`src/rtl/pool_pkg.sv`:
```
// Shared constants and state type for the 2x2 max-pool row-pair feeder.
package pool_pkg;

    localparam int POOL_DATA_W = 16;
    localparam int POOL_ROW_W  = 28;
    localparam int POOL_COLS   = POOL_ROW_W / 2;
    localparam int ROW_CNT_W   = 6;

    typedef enum logic [1:0] {
        EMPTY = 2'd0,
        HALF  = 2'd1,
        FULL  = 2'd2
    } feeder_state_t;

endpackage

```
`src/rtl/pool_row_reg.sv`:
```
// One full conv-row holding register; used for the even and odd pair slots.
module pool_row_reg #(
    parameter int W = pool_pkg::POOL_ROW_W * pool_pkg::POOL_DATA_W
) (
    input  logic         clk,
    input  logic         rst,
    input  logic         ld,
    input  logic [W-1:0] d,
    output logic [W-1:0] q
);

    always_ff @(posedge clk or posedge rst) begin
        if (rst)     q <= '0;
        else if (ld) q <= d;
    end

endmodule

```
`src/rtl/pool_pair_feeder.sv`:
```
// Pairs consecutive conv rows for the 2x2 max-pool array; duplicates an unpaired last row.
// Optional column limiting is enabled with `define POOL_ACTIVE_COLS_EN.
module pool_pair_feeder
    import pool_pkg::*;
#(
    parameter int DATA_W = POOL_DATA_W,
    parameter int ROW_W  = POOL_ROW_W
) (
    input  logic                      clk,
    input  logic                      rst,
    input  logic                      row_valid,
    output logic                      row_ready,
    input  logic [ROW_W*DATA_W-1:0]   row_data,
    input  logic                      row_last,
`ifdef POOL_ACTIVE_COLS_EN
    input  logic [4:0]                active_cols,
`endif
    output logic                      pair_valid,
    input  logic                      pair_ready,
    output logic [2*ROW_W*DATA_W-1:0] fm_out,
    output logic [ROW_W/2-1:0]        max_en,
    output logic                      map_done
);

    localparam int COLS  = ROW_W / 2;
    localparam int ROW_B = ROW_W * DATA_W;

    feeder_state_t        state;
    logic                 pair_last;
    logic [ROW_CNT_W-1:0] row_cnt;
    logic                 row_xfer, pair_xfer, even_ld, odd_ld;
    logic [ROW_B-1:0]     even_q, odd_q;

    always_comb begin
        row_ready = (state != FULL) | pair_ready;
        row_xfer  = row_valid & row_ready;
        pair_xfer = pair_valid & pair_ready;
        // A row accepted outside HALF always opens a new pair; a last row also fills the odd slot.
        even_ld   = row_xfer & (state != HALF);
        odd_ld    = row_xfer & ((state == HALF) | row_last);
    end

    pool_row_reg #(.W(ROW_B)) u_even (.clk(clk), .rst(rst), .ld(even_ld), .d(row_data), .q(even_q));
    pool_row_reg #(.W(ROW_B)) u_odd  (.clk(clk), .rst(rst), .ld(odd_ld),  .d(row_data), .q(odd_q));

    always_ff @(posedge clk or posedge rst) begin
        if (rst) begin
            state      <= EMPTY;
            pair_valid <= 1'b0;
            pair_last  <= 1'b0;
            map_done   <= 1'b0;
            row_cnt    <= '0;
        end else begin
            map_done <= pair_xfer & pair_last;

            if (row_xfer) begin
                pair_last <= row_last;
                if ((state == HALF) || row_last) begin
                    state      <= FULL;
                    pair_valid <= 1'b1;
                end else begin
                    state      <= HALF;
                    pair_valid <= 1'b0;
                end
            end else if (pair_xfer) begin
                state      <= EMPTY;
                pair_valid <= 1'b0;
            end

            if (map_done)      row_cnt <= row_xfer ? ROW_CNT_W'(1) : '0;
            else if (row_xfer) row_cnt <= row_cnt + ROW_CNT_W'(1);
        end
    end

`ifdef POOL_ACTIVE_COLS_EN
    logic [4:0]       cols_q;
    logic [4:0]       cols_eff;
    logic [ROW_W-1:0] pix_en;

    // Out-of-range widths fall back to the full row.
    always_comb begin
        cols_eff = active_cols;
        if ((active_cols == 5'd0) || active_cols[0] || (active_cols > 5'(ROW_W)))
            cols_eff = 5'(ROW_W);
    end

    always_ff @(posedge clk or posedge rst) begin
        if (rst)          cols_q <= 5'(ROW_W);
        else if (even_ld) cols_q <= cols_eff;
    end

    for (genvar k = 0; k < ROW_W; k++) begin : g_pix
        assign pix_en[k] = cols_q > 5'(k);
        assign fm_out[k*DATA_W +: DATA_W]         = even_q[k*DATA_W +: DATA_W] & {DATA_W{pix_en[k]}};
        assign fm_out[ROW_B + k*DATA_W +: DATA_W] = odd_q[k*DATA_W +: DATA_W]  & {DATA_W{pix_en[k]}};
    end

    for (genvar i = 0; i < COLS; i++) begin : g_en
        assign max_en[i] = pair_valid & pix_en[2*i];
    end
`else
    assign fm_out = {odd_q, even_q};
    assign max_en = {COLS{pair_valid}};
`endif

endmodule
```
`config.mk`:
```
export PLATFORM = sky130hd
export DESIGN_NAME = pool_pair_feeder
export DESIGN_NICKNAME = d
export VERILOG_FILES = /design/src/rtl/pool_pkg.sv /design/src/rtl/pool_row_reg.sv /design/src/rtl/pool_pair_feeder.sv
export SDC_FILE = /design/constraint.sdc
export NUM_CORES = 1
export LEC_CHECK = 0
export BUFFER_PORTS_ARGS = -buffer_cell sky130_fd_sc_hd__buf_2
export CAP_MARGIN = 10
export CORE_AREA = 2 2 532 534
export DETAILED_ROUTE_END_ITERATION = 10
export DIE_AREA = 0 0 534 536
export MAX_ROUTING_LAYER = met4
export SLEW_MARGIN = 20
export SYNTH_ARGS = -nofsm -noshare
export SYNTH_HDL_FRONTEND = slang
export SYNTH_SLANG_ARGS = --single-unit
```
`constraint.sdc`:
```
create_clock -name clk -period 73.3 [get_ports clk]
set_input_delay 7.33 -clock clk [delete_from_list [all_inputs] [get_ports clk]]
set_output_delay 7.33 -clock clk [all_outputs]
set_load 0.02 [all_outputs]
```
==> metrics.csv, run 1 <==
stage,metric,value,unit
critical_path,crit_type,in -> out,
critical_path,critical_path.slowest_cell,sky130_fd_sc_hd__or2_4,
grt,grt_max_degree,176,
yosys,synth.top_cells.by_count,"sky130_fd_sc_hd__dfrtp_1 (900), sky130_fd_sc_hd__mux2_2 (447), sky130_fd_sc_hd__mux2_4 (400), sky130_fd_sc_hd__buf_6 (50), sky130_fd_sc_hd__mux2_1 (50)",
sta,worst_hold_slack_across_all_endpoints,484,ps
layout,post_route_cells_drive_above_1_share,0.709,
outcome,outcome,completed,
die,design.portCount,1366,
cts,cts.htree.levels,3,
yosys,yosysTopAreaCell,sky130_fd_sc_hd__dfrtp_1,
route,drc_errors,0,
place,gp_congestion,0.928,
die,chipHeight,536,µm
grt,antenna_violations_before_repair,237,
cts,tritoncts,built,
power,vdd_ir_drop_max,0.0000207,V
power,post-layout-total-power,1.83,mW
critical_path,worstSetupStartpointType,input port,
route,number_of_nets_still_failing_antenna_checks_after_routing,0,
critical_path,reg2reg_setup_slack,67260,ps
cts,cts_made_buffers,106,
layout,layout.nets,3766,
yosys,synthMostInstantiatedCell,sky130_fd_sc_hd__dfrtp_1,
critical_path,path_common_cell,sky130_fd_sc_hd__buf_2,
run,drv_cap,0,
critical_path,cp_top_family,simple AND/OR/NAND/NOR gates,
yosys,share_of_the_yosys_chip_area_belonging_to_registers,0.629,
critical_path,worst_path_largest_cell_delay,320,ps
layout,finish.utilization,0.177,
place,placed_area,46000,µm²
place,dp.final_hpwl,153000,µm
sta,slew_headroom,0.235,
critical_path,cp.buffers_inverters,2,
power,switchingPower,0.650,mW
die,floorplan.die_area,286000,µm²
sta,rsz0062_at_grt,false,
sta,period_share,0.211,
sta,final_period_minus_worst_setup_slack,15490,ps
yosys,yosysUniqueCellTypes,21,
sta,final.setup.worst_slack,57810,ps
yosys,async_flop_share,1.00,
route,detail_route.iter0.violations,1053,
grt,grt_pass1_vias,24280,
min_path,holdCritPathClass,reg -> reg,
layout,synthToLayoutAreaGrowth,38.8,%
min_path,worstHoldPathCells,1,
yosys,ys.warnings.count,0,
die,fp-row-count,195,
yosys,synth_area_leaders,"sky130_fd_sc_hd__dfrtp_1 (63%), sky130_fd_sc_hd__mux2_4 (17%), sky130_fd_sc_hd__mux2_2 (14%), sky130_fd_sc_hd__buf_12 (2.5%), sky130_fd_sc_hd__buf_6 (1.6%)",
layout,fillerInstances,30779,
critical_path,setup.worst_path.start,pair_ready,
sta,timing.final.max_slew_violations,0,
route,dr.pass1.iters,4,
critical_path,critical_path.cell_chain,buf_2 > nand2b_1 > or2_4 > buf_2,
cts,hold_buffers,0,
yosys,syn_avg_cell_area,18.6,µm²
power,power.internal,1.18,mW
route,vias,23471,
power,combinational_power_share,0.323,
cts,ctsResizeCount,0,
sta,timing.clock.skew,41.0,ps
route,vias_per_cell,3.24,
sta,fmax,0.0646,GHz
layout,finalInstanceArea,49700,µm²
die,die_w,534,µm
power,seqPwrFrac,0.382,
critical_path,r2r.worst_path.cells,8,
critical_path,timing.rr.end,u_even.q[357],
critical_path,crit_path_max_fanout,4,
critical_path,cp.arrival,8160,ps
sta,setup-tns-final,0,ps
yosys,syn_nets,2381,
yosys,post_synthesis_sequential_element_count,900,
yosys,ys.flop_type,sky130_fd_sc_hd__dfrtp_1,
sta,setup_violations_final,0,
cts,post_cts.repair.setup_buffers,0,
yosys,synthesis.instances,1928,
grt,globalRouteTotalUtil,0.126,
sta,final_hold_viol_count,0,
power,cellPowerDensity,36.7,nW/µm²
cts,cts_num_sinks,900,
power,switching_share,0.356,
die,initial_utilization,0.128,
sta,slew_at_the_pin_with_the_worst_max_slew_slack,1150,ps
power,p_leak,23.2,nW
grt,grt_pass1_wl,235000,µm
place,numPlacedInstances,6948,
yosys,number_of_enable_flip_flop_cells_after_synthesis,0,
grt,grt_overflow_total,0,
yosys,netlist.area_leader.share,0.629,
cts,path_clk_slew,60,ps
die,design.core.area,281000,µm²
layout,stdcell_count,7241,
route,wl_per_cell,25.1,µm
critical_path,setup.worst_path.end,row_ready,
critical_path,cp-end-kind,output pin,
cts,clock-root-buffer,sky130_fd_sc_hd__clkbuf_16,
power,clock_power_share,0.294,
cts,clkLatencyLatePin,840,ps
place,numPortBuffers,1365,
critical_path,crit-reg2reg-launch,pair_valid,
route,postRouteWirelength,182000,µm
critical_path,critical_path_required,65970,ps
critical_path,critical_path_cell_count,4,
place,dp_slack,57830,ps
cts,clock_tree.buffer_depth,4,
yosys,netlist_area,35800,µm²
-- worst min path at each step --
stage / to / slack [ps] / start
2_1_floorplan: pair_last / 470 / pair_last
3_3_place_gp: u_odd.q[33] / 460 / u_odd.q[33]
3_5_place_dp: u_odd.q[413] / 470 / u_odd.q[413]
4_1_cts: u_odd.q[279] / 490 / u_odd.q[279]
5_1_grt: u_odd.q[404] / 500 / u_odd.q[404]
6_report: u_odd.q[275] / 480 / u_odd.q[275]
-- cells in the final DEF, fill, tap and decap left out --
| cell | synthesis | final |
|---|---|---|
| sky130_fd_sc_hd__a21o_1 | 1 | 1 |
| sky130_fd_sc_hd__a21oi_1 | 2 | 2 |
| sky130_fd_sc_hd__and3_1 | 1 | 1 |
| sky130_fd_sc_hd__buf_12 | 45 | 4 |
| sky130_fd_sc_hd__buf_2 | 2 | 1365 |
| sky130_fd_sc_hd__buf_4 | 16 | 20 |
| sky130_fd_sc_hd__buf_6 | 50 | 1 |
| sky130_fd_sc_hd__bufinv_16 | 0 | 8 |
| sky130_fd_sc_hd__clkbuf_1 | 0 | 22 |
| sky130_fd_sc_hd__clkbuf_16 | 0 | 106 |
| sky130_fd_sc_hd__clkbuf_8 | 0 | 17 |
| sky130_fd_sc_hd__clkinv_2 | 0 | 20 |
| sky130_fd_sc_hd__clkinv_4 | 0 | 1 |
| sky130_fd_sc_hd__clkinv_8 | 0 | 1 |
| sky130_fd_sc_hd__clkinvlp_4 | 0 | 7 |
| sky130_fd_sc_hd__dfrtp_1 | 900 | 900 |
| sky130_fd_sc_hd__diode_2 | 0 | 104 |
| sky130_fd_sc_hd__inv_1 | 2 | 1 |
| sky130_fd_sc_hd__inv_16 | 0 | 3 |
| sky130_fd_sc_hd__inv_6 | 0 | 2 |
| sky130_fd_sc_hd__inv_8 | 0 | 3 |
| sky130_fd_sc_hd__mux2_1 | 50 | 50 |
| sky130_fd_sc_hd__mux2_2 | 447 | 447 |
| sky130_fd_sc_hd__mux2_4 | 400 | 400 |
| sky130_fd_sc_hd__nand2_1 | 3 | 3 |
| sky130_fd_sc_hd__nand2b_1 | 1 | 1 |
| sky130_fd_sc_hd__nand3b_4 | 1 | 1 |
| sky130_fd_sc_hd__nor2_1 | 1 | 1 |
| sky130_fd_sc_hd__nor2_4 | 1 | 1 |
| sky130_fd_sc_hd__nor2b_1 | 1 | 1 |
| sky130_fd_sc_hd__o21ai_0 | 2 | 2 |
| sky130_fd_sc_hd__o21ai_1 | 1 | 1 |
| sky130_fd_sc_hd__or2_4 | 1 | 1 |
-- power groups by stage --
stage                     sequential [mW]  combinational (mW)  clock, mW
after floorplan                     0.856               0.213          0
after global placement              0.699               0.593          0
after detailed placement            0.704               0.598          0
after CTS                           0.698               0.599      0.556
after global routing                0.714               0.618      0.575
final                               0.698               0.591      0.538
-- cell families (layout without fill, tap and decap cells) --
family | count (synthesis) | after routing | synth area share
multiplexers | 897 | 897 | 0.324
buffers and inverters | 115 | 1581 | 0.0447
flip-flops | 900 | 900 | 0.629
AO/OA/AOI/OAI | 6 | 6 | 0.000908
AND/OR/NAND/NOR | 10 | 10 | 0.00206
other | 0 | 104 | 0
-- flip-flops by register name (all words and copies together), names as in the netlist --
signal      count
pair_valid      1
pair_last       1
u_odd.q       448
map_done        1
state           1
u_even.q      448
-- worst register-to-register path, stage by stage, from the launching register on --
cell and delay, ps:
sky130_fd_sc_hd__dfrtp_1 780, sky130_fd_sc_hd__nand2b_1 220, sky130_fd_sc_hd__or2_4 320, sky130_fd_sc_hd__nand3b_4 650, sky130_fd_sc_hd__buf_4 900, sky130_fd_sc_hd__buf_4 890, sky130_fd_sc_hd__buf_4 780, sky130_fd_sc_hd__buf_4 930
sky130_fd_sc_hd__mux2_4 440
-- routing by layer --
metal  share of wire  track usage
met3            0.15       0.0733
met4           0.052       0.0443
met1            0.36        0.136
met2            0.43        0.191
met5               0            -
-- cell type report --
type	count	area, µm²	area share
inverters	2	15.0	0.000302
multi-input cells	913	11700	0.235
diodes	104	260	0.00523
well taps	3743	4680	0.0941
clock buffers	145	2970	0.0597
clock inverters	44	518	0.0104
repair buffers	1390	7070	0.142
flip-flops and latches	900	22500	0.453
No activity file was read; power rests on OpenSTA's default activity.
==> run 2: changes to the inputs <==
CORE_AREA = 2 2 528 530   (was 2 2 532 534)
DIE_AREA = 0 0 530 532   (was 0 0 534 536)
clock period = 13.4 ns   (was 73.3 ns; I/O delays follow)
==> run 2 against run 1 <==
Effect of this change:
- hold slack got worse by 4.4 ps
- sequential cell count did not move
- utilization rose by 0.30 points
- global-route usage rose by 0.54 points
- critical path type is now reg -> reg
- largest cell class unchanged
- largest power group unchanged
==> metrics.csv, run 2 (synthesized netlist as in run 1, its figures left out) <==
stage,metric,value,unit,change
outcome,outcome,completed,,
layout,fillerInstances,30096,,-2.2%
die,die_w,530,µm,-0.75%
sta,final_hold_viol_count,0,,unchanged
route,vias_per_cell,3.28,,+1.1%
route,dr.pass1.iters,5,,+1
place,placed_area,46000,µm²,about the same
critical_path,r2r.worst_path.cells,7,,-1
place,numPlacedInstances,6905,,-0.62%
sta,setup_violations_final,0,,unchanged
sta,timing.clock.skew,41.0,ps,+0.0421 ps
route,wl_per_cell,25.9,µm,+3.1%
min_path,holdPathEnd,u_odd.q[275],,
place,dp.final_hpwl,158000,µm,+3.1%
cts,clock-root-buffer,sky130_fd_sc_hd__clkbuf_16,,
grt,grt_pass1_vias,24205,,-0.31%
critical_path,reg2reg_setup_slack,8610,ps,"-58,650 ps"
sta,final.setup.worst_slack,8610,ps,"-49,190 ps"
route,vias,23614,,+0.61%
cts,cts.htree.levels,3,,unchanged
cts,tritoncts,built,,
layout,top_library_cells_by_usage_in_the_layout_fill_and_taps_aside,"sky130_fd_sc_hd__buf_2 (1,365), sky130_fd_sc_hd__dfrtp_1 (900), sky130_fd_sc_hd__mux2_2 (447)",,
critical_path,crit_path_max_fanout,50,,+46
cts,cts_made_buffers,105,,-0.94%
cts,hold_buffers,0,,unchanged
sta,rsz0062_at_grt,false,,
layout,post_route_cells_drive_above_1_share,0.708,,-0.00187
sta,slew_headroom,0.326,,+0.0912
critical_path,timing.rr.end,u_even.q[143],,
die,floorplan.die_area,282000,µm²,-1.5%
grt,antenna_violations_before_repair,247,,+4.2%
critical_path,crit-reg2reg-launch,pair_valid,,
grt,grt_max_degree,153,,-13%
cts,post_cts.repair.setup_buffers,0,,unchanged
min_path,worstHoldPathCells,1,,unchanged
cts,cts_num_sinks,900,,unchanged
die,initial_utilization,0.130,,+0.00234
grt,grt_overflow_total,0,,unchanged
route,detail_route.iter0.violations,1061,,+0.76%
critical_path,critical_path_required,14060,ps,"-51,910 ps"
sta,period_share,0.357,,
grt,globalRouteTotalUtil,0.131,,+0.00538
critical_path,cp-end-kind,flop,,
layout,multi_input_comb_area,11700,µm²,unchanged
min_path,timing.hold.worst.start,u_odd.q[275],,
route,drc_errors,0,,unchanged
layout,finish.utilization,0.180,,+0.00296
layout,layout.nets,3760,,-0.16%
sta,timing.final.max_slew_violations,0,,unchanged
sta,slew_at_the_pin_with_the_worst_max_slew_slack,1010,ps,-137 ps
die,design.core.area,276000,µm²,-1.8%
layout,layout_commonest_cell,sky130_fd_sc_hd__buf_2,,
min_path,holdCritPathClass,reg -> reg,,
place,numPortBuffers,1365,,unchanged
cts,clkLatencyLatePin,800,ps,-40 ps
layout,seqCellArea,22500,µm²,unchanged
sta,fmax,0.209,GHz,
critical_path,worstSetupStartpointType,flop,,
power,p_leak,23.2,nW,-0.15%
layout,finalInstanceArea,49700,µm²,-0.16%
grt,grt_pass1_wl,241000,µm,+2.2%
critical_path,crit_type,reg -> reg,,
power,cellPowerDensity,201,nW/µm²,+450%
layout,stdcell_count,7207,,-0.47%
cts,path_clk_slew,60,ps,about the same
place,dp_slack,7970,ps,"-49,860 ps"
cts,ctsResizeCount,0,,unchanged
critical_path,cp.arrival,5440,ps,-2720 ps
cts,clock_tree.buffer_depth,4,,unchanged
layout,synthToLayoutAreaGrowth,38.6,%,
die,chipHeight,532,µm,-0.75%
place,gp_congestion,0.969,,+4.4%
sta,final_period_minus_worst_setup_slack,4790,ps,
route,postRouteWirelength,186000,µm,+2.6%
run,drv_cap,0,,unchanged
power,vdd_ir_drop_max,0.000119,V,+480%
sta,worst_hold_slack_across_all_endpoints,480,ps,-4.40 ps
die,fp-row-count,193,,-1.0%
die,design.portCount,1366,,unchanged
layout,largestRegisters,"u_even.q (448), u_odd.q (448)",,
route,number_of_nets_still_failing_antenna_checks_after_routing,0,,unchanged
run 2: metrics by stage:
| stage | power (mW) | setup TNS [ps] |
|---|---|---|
| floorplan | 5.85 | -287540 |
| global placement | 7.12 | 0 |
| detailed placement | 7.17 | 0 |
| CTS | 10.1 | 0 |
| global route | 10.4 | 0 |
| finish | 9.97 | 0 |
run 2: worst max-delay path by stage:
stage          cells after the start       start       endpoint  slack [ps]
2_1_floorplan                      1         rst       map_done        -320
3_3_place_gp                       8  pair_ready  u_even.q[204]        8000
3_5_place_dp                       8  pair_ready  u_even.q[205]        7970
4_1_cts                            7  pair_valid  u_even.q[146]        8580
5_1_grt                            7  pair_valid  u_even.q[148]        8320
6_report                           7  pair_valid  u_even.q[143]        8610
run 2: critical path, stage by stage (launching register included):
cell	delay, ps
sky130_fd_sc_hd__dfrtp_1	740
sky130_fd_sc_hd__nand2b_1	230
sky130_fd_sc_hd__or2_4	300
sky130_fd_sc_hd__nand3b_4	430
sky130_fd_sc_hd__buf_4	670
sky130_fd_sc_hd__buf_4	810
sky130_fd_sc_hd__buf_4	880
sky130_fd_sc_hd__mux2_4	360
run 2: power by group:
part           internal (mW)  switching (mW)  total, mW  leakage [nW]
Combinational           1.31            1.96       3.28          11.0
Sequential              3.42           0.406       3.83          10.5
Clock                   1.66            1.21       2.87          1.68
run 2: area by class of cell:
type / instances / share of cell area
Sequential cell: 900 / 0.453
Multi-Input combinational cell: 913 / 0.236
Timing Repair Buffer: 1385 / 0.143
Tap cell: 3705 / 0.0933
Clock buffer: 155 / 0.0615
Clock inverter: 31 / 0.00678
Antenna cell: 116 / 0.00584
Inverter: 2 / 0.000227
run 2: metal layers:
layer / vias to the layer above / track usage / routed length [µm]
li1: 9767 / - / -
met2: 1468 / 0.198 / 81200
met1: 11947 / 0.133 / 66900
met5: - / - / 0
met4: 0 / 0.0552 / 10300
met3: 432 / 0.0851 / 28000
==> run 3: changes to the inputs <==
clock period = 4.25 ns   (was 13.4 ns; I/O delays follow)
==> run 3 against run 2 <==
Effect of this change:
- sequential power grew to 3.2 times the previous value
- utilization grew 1.8 points
- setup slack lost 7200 ps
- global-route usage grew 0.35 points
- highest routed layer unchanged
==> metrics.csv, run 3 (synthesized netlist as in run 1, its figures left out) <==
stage,metric,value,unit,change
critical_path,timing.rr.end,u_even.q[206],,
cts,clkLatencyLatePin,800,ps,about the same
cts,cts_num_sinks,900,,unchanged
grt,antenna_violations_before_repair,190,,-23%
sta,slew_headroom,0.478,,+0.152
grt,grt_pass1_wl,251000,µm,+4.3%
sta,rsz0062_at_grt,false,,
layout,finalInstanceArea,54700,µm²,+10%
cts,clock_tree.buffer_depth,4,,unchanged
power,cellPowerDensity,589,nW/µm²,+190%
route,dr.pass1.iters,4,,-1
cts,cts.htree.levels,3,,unchanged
sta,setup-tns-final,0,ps,unchanged
grt,grt_pass1_vias,26707,,+10%
critical_path,cp-end-kind,flop,,
critical_path,cp.arrival,3510,ps,-1930 ps
critical_path,reg2reg_setup_slack,1390,ps,-7220 ps
grt,grt_overflow_total,0,,unchanged
die,design.portCount,1366,,unchanged
critical_path,r2r.worst_path.cells,6,,-1
route,postRouteWirelength,192000,µm,+2.9%
cts,clock-root-buffer,sky130_fd_sc_hd__clkbuf_16,,
layout,synthToLayoutAreaGrowth,52.7,%,
route,vias,25606,,+8.4%
die,chipHeight,532,µm,unchanged
sta,final_hold_viol_count,0,,unchanged
layout,largestRegisters,"u_even.q (448), u_odd.q (448)",,
route,drc_errors,0,,unchanged
sta,period_share,0.673,,+0.315
cts,hold_buffers,451,,+451
route,wl_per_cell,24.9,µm,-3.8%
sta,slew_at_the_pin_with_the_worst_max_slew_slack,783,ps,-229 ps
die,floorplan.die_area,282000,µm²,unchanged
sta,final_period_minus_worst_setup_slack,2860,ps,-1930 ps
critical_path,crit_type,reg -> reg,,
cts,cts_made_buffers,105,,unchanged
sta,fmax,0.350,GHz,+67%
cts,tritoncts,built,,
cts,post_cts.repair.setup_buffers,0,,unchanged
layout,top_library_cells_by_usage_in_the_layout_fill_and_taps_aside,"sky130_fd_sc_hd__buf_2 (1,365), sky130_fd_sc_hd__dfrtp_1 (900), sky130_fd_sc_hd__dlygate4sd3_1 (451)",,
route,number_of_nets_still_failing_antenna_checks_after_routing,0,,unchanged
outcome,outcome,completed,,
place,numPortBuffers,1365,,unchanged
critical_path,crit-reg2reg-launch,pair_valid,,
grt,globalRouteTotalUtil,0.135,,+0.00346
power,vdd_ir_drop_max,0.000349,V,+190%
route,detail_route.iter0.violations,1327,,+25%
place,placed_area,46500,µm²,+1.1%
critical_path,critical_path_required,4910,ps,-9150 ps
grt,grt_max_degree,136,,-11%
place,dp.final_hpwl,163000,µm,+3.4%
layout,stdcell_count,7709,,+7.0%
route,vias_per_cell,3.32,,+1.4%
layout,post_route_cells_drive_above_1_share,0.632,,-0.0756
layout,fillerInstances,29823,,-0.91%
critical_path,worstSetupStartpointType,flop,,
sta,worst_hold_slack_across_all_endpoints,24.8,ps,-455 ps
min_path,holdCritPathClass,in -> async,,
die,design.core.area,276000,µm²,unchanged
place,numPlacedInstances,6963,,+0.84%
sta,timing.final.max_slew_violations,0,,unchanged
cts,path_clk_slew,60,ps,about the same
place,gp_congestion,0.980,,+1.2%
critical_path,crit_path_max_fanout,27,,-46%
run,drv_cap,0,,unchanged
cts,ctsResizeCount,0,,unchanged
die,initial_utilization,0.130,,unchanged
layout,layout.nets,4269,,+14%
power,p_leak,25.4,nW,+9.6%
sta,setup_violations_final,0,,unchanged
sta,timing.clock.skew,37.1,ps,-3.94 ps
layout,layout_commonest_cell,sky130_fd_sc_hd__buf_2,,
die,die_w,530,µm,unchanged
power,post-layout-total-power,32.2,mW,+220%
die,fp-row-count,193,,unchanged
run 3: stage by stage:
stage	worst slack (ps)	util
after floorplan	-8550	-
after global placement	1500	0.169
after detailed placement	1420	0.169
after CTS	1380	0.197
after global routing	1240	0.198
final	1390	0.198
run 3: metal layers:
metal / global-route usage / up-vias / wire length [µm]
li1: - / 10764 / -
met1: 0.155 / 13120 / 77500
met2: 0.210 / 1375 / 86400
met3: 0.0549 / 347 / 20100
met4: 0.0449 / 0 / 7900
met5: - / - / 0
run 3: layout make-up:
| type | instances | area (µm²) | area share |
|---|---|---|---|
| Sequential cell | 900 | 22500 | 0.412 |
| Timing Repair Buffer | 1894 | 12100 | 0.222 |
| Multi-Input combinational cell | 913 | 11700 | 0.214 |
| Tap cell | 3705 | 4640 | 0.0847 |
| Clock buffer | 145 | 3000 | 0.0548 |
| Clock inverter | 40 | 429 | 0.00784 |
| Antenna cell | 110 | 275 | 0.00503 |
| Inverter | 2 | 11.3 | 0.000206 |
run 3: how the worst max path moves through the flow:
stage | from | slack (ps) | depth (start not counted) | endpoint
floorplan | rst | -8550 | 1 | map_done
global placement | pair_valid | 1500 | 6 | u_even.q[205]
detailed placement | pair_valid | 1420 | 6 | u_even.q[205]
CTS | pair_valid | 1380 | 6 | u_even.q[206]
global route | pair_valid | 1240 | 6 | u_even.q[206]
finish | pair_valid | 1390 | 6 | u_even.q[206]
run 3: power by group:
group / leakage [nW] / internal, mW / total, mW / switching [mW]
logic: 13.2 / 4.47 / 11.0 / 6.56
clock network: 1.69 / 5.24 / 9.10 / 3.86
registers: 10.5 / 10.8 / 12.1 / 1.31
total: 25.4 / 20.5 / 32.2 / 11.7
run 3: worst max-delay path, stage by stage, from the launching register on:
cell	delay (ps)
sky130_fd_sc_hd__dfrtp_1	670
sky130_fd_sc_hd__nand2b_1	210
sky130_fd_sc_hd__or2_4	320
sky130_fd_sc_hd__nand3b_4	370
sky130_fd_sc_hd__buf_12	270
sky130_fd_sc_hd__buf_4	370
sky130_fd_sc_hd__mux2_4	340
